--- src/rtl/addsub_seq_ctrl.sv ---
// Word-serial wide add/subtract controller: one 5-bit ripple slice reused per chunk,
// LSB chunk first, with the slice carry held between chunks.

module addsub_slice5 (
  input  logic [4:0] x,
  input  logic [4:0] y,
  input  logic       cin,
  output logic [4:0] s,
  output logic       co
);
  logic c;

  always_comb begin
    s = '0;
    c = cin;
    for (int unsigned i = 0; i < 5; i++) begin
      s[i] = x[i] ^ y[i] ^ c;
      c    = (x[i] & y[i]) | (c & (x[i] ^ y[i]));
    end
    co = c;
  end
endmodule

module addsub_seq_ctrl #(
  parameter int unsigned CHUNKS = 4
) (
  input  logic                clk,
  input  logic                rst_n,
  input  logic                start,
  input  logic                op,
  input  logic [5*CHUNKS-1:0] A,
  input  logic [5*CHUNKS-1:0] B,
  output logic                busy,
  output logic                done,
  output logic [5*CHUNKS-1:0] R,
  output logic                cout,
  output logic                ovf
);
  localparam int unsigned N  = 5 * CHUNKS;
  localparam int unsigned IW = (CHUNKS > 1) ? $clog2(CHUNKS) : 1;
  localparam logic [IW-1:0] LAST = IW'(CHUNKS - 1);

  typedef enum logic [1:0] {
    IDLE = 2'd0,
    RUN  = 2'd1,
    DONE = 2'd2
  } state_t;

  state_t        state;
  logic [N-1:0]  a_q;
  logic [N-1:0]  b_q;
  logic          op_q;
  logic [IW-1:0] idx_q;
  logic          carry_q;
  logic [N-1:0]  part_q;
  logic [N-1:0]  part_d;
  logic [4:0]    x;
  logic [4:0]    y;
  logic [4:0]    sum;
  logic          co;

  addsub_slice5 u_slice (
    .x   (x),
    .y   (y),
    .cin (carry_q),
    .s   (sum),
    .co  (co)
  );

  // Chunk mux/demux written as unrolled compares to keep part-selects constant.
  always_comb begin
    x      = '0;
    y      = '0;
    part_d = part_q;
    for (int unsigned i = 0; i < CHUNKS; i++) begin
      if (idx_q == IW'(i)) begin
        x                 = a_q[5*i +: 5];
        y                 = b_q[5*i +: 5] ^ {5{op_q}};
        part_d[5*i +: 5]  = sum;
      end
    end
  end

  assign busy = (state == RUN);
  assign done = (state == DONE);

  always_ff @(posedge clk) begin
    if (!rst_n) begin
      state   <= IDLE;
      a_q     <= '0;
      b_q     <= '0;
      op_q    <= 1'b0;
      idx_q   <= '0;
      carry_q <= 1'b0;
      part_q  <= '0;
      R       <= '0;
      cout    <= 1'b0;
      ovf     <= 1'b0;
    end else begin
      case (state)
        IDLE, DONE: begin
          if (start) begin
            a_q     <= A;
            b_q     <= B;
            op_q    <= op;
            idx_q   <= '0;
            carry_q <= op;
            part_q  <= '0;
            state   <= RUN;
          end else begin
            state   <= IDLE;
          end
        end
        RUN: begin
          part_q  <= part_d;
          carry_q <= co;
          if (idx_q == LAST) begin
            R     <= part_d;
            cout  <= co;
            // y[4] on the last chunk is the effective (possibly inverted) B sign bit
            ovf   <= (a_q[N-1] == y[4]) && (sum[4] != a_q[N-1]);
            state <= DONE;
          end else begin
            idx_q <= idx_q + IW'(1);
          end
        end
        default: state <= IDLE;
      endcase
    end
  end
endmodule

--- config.mk ---
export PLATFORM = sky130hd
export DESIGN_NAME = addsub_seq_ctrl
export DESIGN_NICKNAME = d
export VERILOG_FILES = /design/src/rtl/addsub_seq_ctrl.sv
export SDC_FILE = /design/constraint.sdc
export NUM_CORES = 1
export LEC_CHECK = 0
export ABC_CLOCK_PERIOD_IN_PS = 4400
export BUFFER_PORTS_ARGS = -buffer_cell sky130_fd_sc_hd__buf_4
export CAP_MARGIN = 20
export CORE_AREA = 10 10 95 97
export CTS_CLUSTER_DIAMETER = 100
export DETAILED_ROUTE_END_ITERATION = 8
export DIE_AREA = 0 0 105 107
export PLACE_DENSITY = 0.75
export SYNTH_ARGS = -nofsm -noshare
export SYNTH_HDL_FRONTEND = slang
export SYNTH_SLANG_ARGS = --single-unit
export TNS_END_PERCENT = 10
--- constraint.sdc ---
create_clock -name clk -period 4.4 [get_ports clk]
set_input_delay 0.88 -clock clk [delete_from_list [all_inputs] [get_ports clk]]
set_output_delay 0.88 -clock clk [all_outputs]
set_load 0.03 [all_outputs]
After elaboration in Yosys (flattened, before gate mapping)
Cells that the tools add are included.

Bits in read-only memories: 0. RAM bits: 0. Memories: 0. Register bits after elaboration: 88. Latch bits: 0. Input port bits: 44. Word-level logic and storage cells: 81.

Shifts and indexed selects: 0. Divide/modulo/power cells: 0. Reductions and logical operators: 9. Equality and inequality tests: 10. Magnitude comparators: 0. $mul: 0. $add $sub $neg: 1. Multiplexer cells: 22. Bitwise logic cells: 29.

Operator list (count): $mux 5 (12); $pmux 20 s2 (1); $mux 20 (1); $xor 5x5->5 (4); $and 1x1->1 (10); $xor 1x1->1 (10); $pmux 2 s2 (2); $eq 2x2->1 const B (3); $mux 2 (3); $reduce_and 2->1 (3); $or 1x1->1 (5); $eq 2x1->1 const B (2); $logic_not 2->1 (2); $ne 2x2->1 const B (2); $reduce_and 3->1 (1); $add 2x1->2 const B (1); $mux 1 (2); $ne 2x1->1 const B (1); $pmux 1 s2 (1); $reduce_bool 2->1 (1); $reduce_or 2->1 (1); $eq 1x1->1 (1); $logic_and 1x1->1 (1); $ne 1x1->1 (1).

Longest topological paths before layout
Depth in word-level cells: 17. Mapped depth: 18. Mapped depth without buffers: 15.

Modules after synthesis
From an unflattened synthesis, not the netlist that was laid out.

Cell total of the unflattened synthesis: 451. Area total of the unflattened synthesis: 3763.6 µm².

Modules (own cells, without submodules): addsub_seq_ctrl (cells an instance 436, area each 3626.0 µm², times used 1, sequential area each 1661.6 µm²); addsub_slice5 (cells an instance 15, area each 137.6 µm², times used 1, sequential area each 0.0 µm²).

Worst setup path after synthesis
No wires, ideal clock.

Kind: register to register. From: register idx_q[0]. To: register ovf. Path slack: 0.583 ns. Period minus slack after synthesis: 3.817 ns. Stages on the path, launching flop included: 18. Buffers on the path: 2. Data arrival time: 3.685 ns. Cells stage by stage: dfxtp_1 inv_1 ha_1 buf_2 and2b_1 a221o_1 nand3_1 o21ai_0 fa_1 fa_1 fa_1 inv_1 fa_1 inv_1 fa_1 clkbuf_1 nand4b_1 o211ai_1.

Word-level cells in the longest chain between the ends: 17. Elaborated cells between the ends (all ways): 34. Those cells by class: 5 x eq/ne; 8 x mux; 18 x bitwise; 3 x reduce/logical.

Ends and longest elaborated chain: start, declared (line 53) `logic [IW-1:0] idx_q;`; start signal, assigned (line 124) `idx_q <= idx_q + IW'(1);`; $logic_not 2->1 (line 76) `if (idx_q == IW'(i)) begin`; $mux 5 (4 in series) (line 76); $xor 1x1->1 (line 18) `c = (x[i] & y[i]) | (c & (x[i] ^ y[i]));`; $and 1x1->1 (line 18); $or 1x1->1 (line 18); $and 1x1->1 (line 18); $or 1x1->1 (line 18); $and 1x1->1 (line 18); $or 1x1->1 (line 18); $and 1x1->1 (line 18); $or 1x1->1 (line 18); $xor 1x1->1 (line 17) `s[i] = x[i] ^ y[i] ^ c;`; $ne 1x1->1 (line 121) `ovf <= (a_q[N-1] == y[4]) && (sum[4] != a_q[N-1]);`; $logic_and 1x1->1 (line 121); end signal, assigned (line 121); end, declared (line 37) `output logic ovf`.

Several ways; a longest one is shown, not always the timed one. A chain may end at the register's enable or synchronous reset.

Worst setup path after layout
From: register idx_q[1]. To: register ovf.

Same word-level chain as after synthesis.

==> summary.md <==
| Metric | Value |
|---|---|
| Outcome | `finished clean` |
| Die width | `105 µm` |
| Initial core utilization | `53.6%` |
| Post-synth EDFFs | `0` |
| Crit Reg-Reg Endpoint | `ovf$_SDFFE_PN0P_` |
| Crit-path max FO | `12` |
| Layout area overhead | `18.8%` |
| Maximum clock path buffer count | `2` |
| Arr. time, crit path | `4.35 ns` |
| CTS Sinks | `83` |
| Grt met1 use | `20.4%` |
| Max-cap violations | `0` |
| Syn_nets | `496` |
| Post-CTS sizing | `0` |
| Aggregate global-route resource usage | `16.2%` |
| Seq/Total Area, Yosys | `43.4%` |
| Worst-Margin Slew | `0.947 ns` |
| Number of vias per cell | `5.37` |
| Initial antenna violation count | `0` |
| Crit-path max cell delay | `0.65 ns` |
| R2r startpoint | `idx_q[1]$_SDFFE_PN0P_` |
| Warnings from Yosys | `0` |
| Hold_sp | `R[5]$_SDFFE_PN0P_` |
| R2R depth | `15` |
| PortBufs | `67` |
| Commonest non-fill, non-tap cell in the layout | `nand2_1` |
| First-pass GRT wire length | `15.0 mm` |
| Slowest-stage cell, CP | `fa_1` |
| Setup TNS | `0 ns` |
| Share of post-route cells with drive strength above 1 | `20.1%` |
| Pwr per Cell Area | `370 mW/mm²` |
| DRC | `0` |
| F_max | `0.244 GHz` |
| Skew-Pair Late Insertion Delay | `0.36 ns` |
| Final GP Congestion | `0.782` |
| Number of vias in the routed layout | `3178` |
| Busiest grt layer | `met2` |
| Reg clk slew, reported paths | `0.08 ns` |
| Fin crit share | `93.2%` |
| Met2 global-route usage | `25.4%` |
| Crit Path Class | `reg -> reg` |
| Mapped Cells | `443` |
| DR pass1 iterations | `4` |
| Root buffer cell | `clkbuf_8` |
| Post-CTS Setup Bufs | `0` |
| Clock skew | `0.00925 ns` |
| Distinct cell type count after synthesis | `43` |
| CP Launch Type | `flop` |
| CP required | `4.64 ns` |
| Hold EP | `R[5]$_SDFFE_PN0P_` |
| Layout fillers | `627` |
| Cells along the critical path | `inv_1, ha_1, and2b_1, a221o_1, nand3_1, o21ai_0, fa_1, fa_1, fa_1, inv_1, fa_1, inv_1, fa_1, nand4b_1, o211ai_1` |
| Post-synth top flop | `dfxtp_1` |
| Vias in the first global route | `3091` |
| Min-Delay Path Class | `reg -> reg` |
| DIE AREA | `0.0112 mm²` |
| Num CTS Buffers | `9` |
| Post-synth ARST share | `0%` |
| Crit path top cell by count | `fa_1` |
| DRT antenna net count | `0` |
| Setup violations, final | `0` |
| Post-Synthesis Cell Area | `0.00383 mm²` |
| Final wirelength | `9.01 mm` |
| CTS tree | `done` |
| ANT cells | `0` |
| Post-CTS Hold Buffers | `0` |
| Largest net degree at the start of global routing | `51` |
| Std cell rows | `31` |
| Num ports | `68` |
| Lkg Pwr | `1.78 nW` |
| Worst VDD drop | `0.000240 V` |
| Rel. slew slack | `36.9%` |
| Area of the core | `0.00714 mm²` |
| RSZ-0062 raised after global routing | `no` |
| Most frequent cells in the layout | `117 x nand2_1, 83 x dfxtp_1, 74 x buf_4` |
| Post-DR wirelength/cell | `15.2 µm` |
| Hpwl dp | `6.46 mm` |
| Final hold viol count | `0` |
| H-tree depth | `3` |
| Final core occ | `63.7%` |
| Die height | `107 µm` |
| Iter 0 DRT Violations | `116` |
| Hold Path Stages | `2` |
| R2r setup slk | `0.30 ns` |
| Global route total overflow | `0` |
| Post-layout minimum cycle time | `4.10 ns` |
| CP endpoint kind | `flop` |
| Mean Syn Cell Area | `8.64 µm²` |
| NumNets Final | `541` |
| M3 GR Usage | `4.37%` |
| Final Max Tran Viols | `0` |
| #FFs+latches synth | `83` |
## cells in the mapped netlist (2+ instances only)
library cell | instances | area, µm²
inv_1 | 8 | 30.0
buf_4 | 3 | 22.5
nor3b_1 | 2 | 15.0
a221o_1 | 6 | 60.1
o2bb2ai_1 | 2 | 17.5
nor2_1 | 10 | 37.5
fa_1 | 5 | 100
nand3_1 | 3 | 15.0
o21ai_0 | 26 | 130
a32oi_1 | 12 | 105
dfxtp_1 | 83 | 1660
buf_2 | 18 | 90.1
and2_1 | 2 | 12.5
a22o_1 | 5 | 43.8
nand2b_1 | 2 | 12.5
nor3_1 | 3 | 15.0
o221a_2 | 3 | 33.8
nor2b_1 | 14 | 87.6
a21oi_1 | 15 | 75.1
buf_6 | 2 | 22.5
a21boi_0 | 38 | 285
nand3b_1 | 5 | 37.5
clkbuf_1 | 16 | 60.1
mux2i_1 | 14 | 140
nand2_1 | 117 | 439
a221oi_1 | 4 | 35.0
o221ai_1 | 6 | 52.6
ha_1 | 4 | 50.1
## where the power goes
part           switching (mW)  internal (mW)
Sequential             0.0252          0.781
Combinational           0.148          0.112
Clock                   0.267          0.350
Total                   0.440           1.24
## layout make-up
| class | instances | area, µm² | share of cell area (%) |
|---|---|---|---|
| Multi-Input combinational cell | 312 | 1950 | 42.8 |
| Sequential cell | 83 | 1660 | 36.6 |
| Timing Repair Buffer | 74 | 556 | 12.2 |
| Clock buffer | 12 | 155 | 3.41 |
| Tap cell | 99 | 124 | 2.73 |
| Clock inverter | 4 | 72.6 | 1.60 |
| Inverter | 8 | 30.0 | 0.661 |
## through the flow
step           instances  worst slack [ns]  instance area, µm²  total power [mW]  hold slack [ns]
2_1_floorplan        443             0.583                3830              1.00            0.439
5_1_grt              592            0.0158                4540              1.76            0.486
3_5_place_dp         576             0.336                4320              1.08            0.443
4_1_cts              592             0.330                4540              1.69            0.462
3_3_place_gp         576             0.464                4320              1.08            0.439
6_report             592             0.298                4540              1.68            0.459
## routing by layer
metal / share of wire, % / wire, µm
met5: 0 / 0
met4: 1.6 / 144
met3: 5.2 / 465
met2: 45 / 4050
met1: 48 / 4350
## critical path: cells and delay by family (launching register included)
family | cells | cell delay (ns)
DFF | 1 | 0.34
buffers and inverters | 3 | 0.24
and+or+nand+nor | 3 | 0.52
adders and majority gates | 6 | 2.37
AOI/OAI and AO/OA | 3 | 0.51
## flip-flops by register name, indices dropped and copies added (netlist names)
signal / count
R: 20
a_q: 20
b_q: 20
part_q: 15
idx_q: 2
state: 2
carry_q: 1
cout: 1
op_q: 1
ovf: 1
## cell families (layout without fill, tap and decap cells)
| kind of cell | Yosys count | in the layout | synth area share (%) |
|---|---|---|---|
| mux | 15 | 15 | 4.02 |
| simple gates | 163 | 163 | 18.8 |
| buf+inv | 48 | 98 | 5.98 |
| flops | 83 | 83 | 43.4 |
| fa+ha+maj | 9 | 9 | 3.92 |
| compound gates | 125 | 125 | 23.8 |
## worst max path at each step
stage                                from                      to  slack [ns]  depth (start not counted)
floorplan           idx_q[0]$_SDFFE_PN0P_        ovf$_SDFFE_PN0P_        0.58                         17
global route        idx_q[1]$_SDFFE_PN0P_  part_q[4]$_SDFFE_PN0P_        0.02                         15
CTS                 idx_q[1]$_SDFFE_PN0P_        ovf$_SDFFE_PN0P_        0.33                         15
finish              idx_q[1]$_SDFFE_PN0P_        ovf$_SDFFE_PN0P_        0.30                         15
detailed placement  idx_q[1]$_SDFFE_PN0P_        ovf$_SDFFE_PN0P_        0.34                         15
global placement    idx_q[1]$_SDFFE_PN0P_        ovf$_SDFFE_PN0P_        0.46                         15
Note: power is estimated with default switching activity, not from simulation.
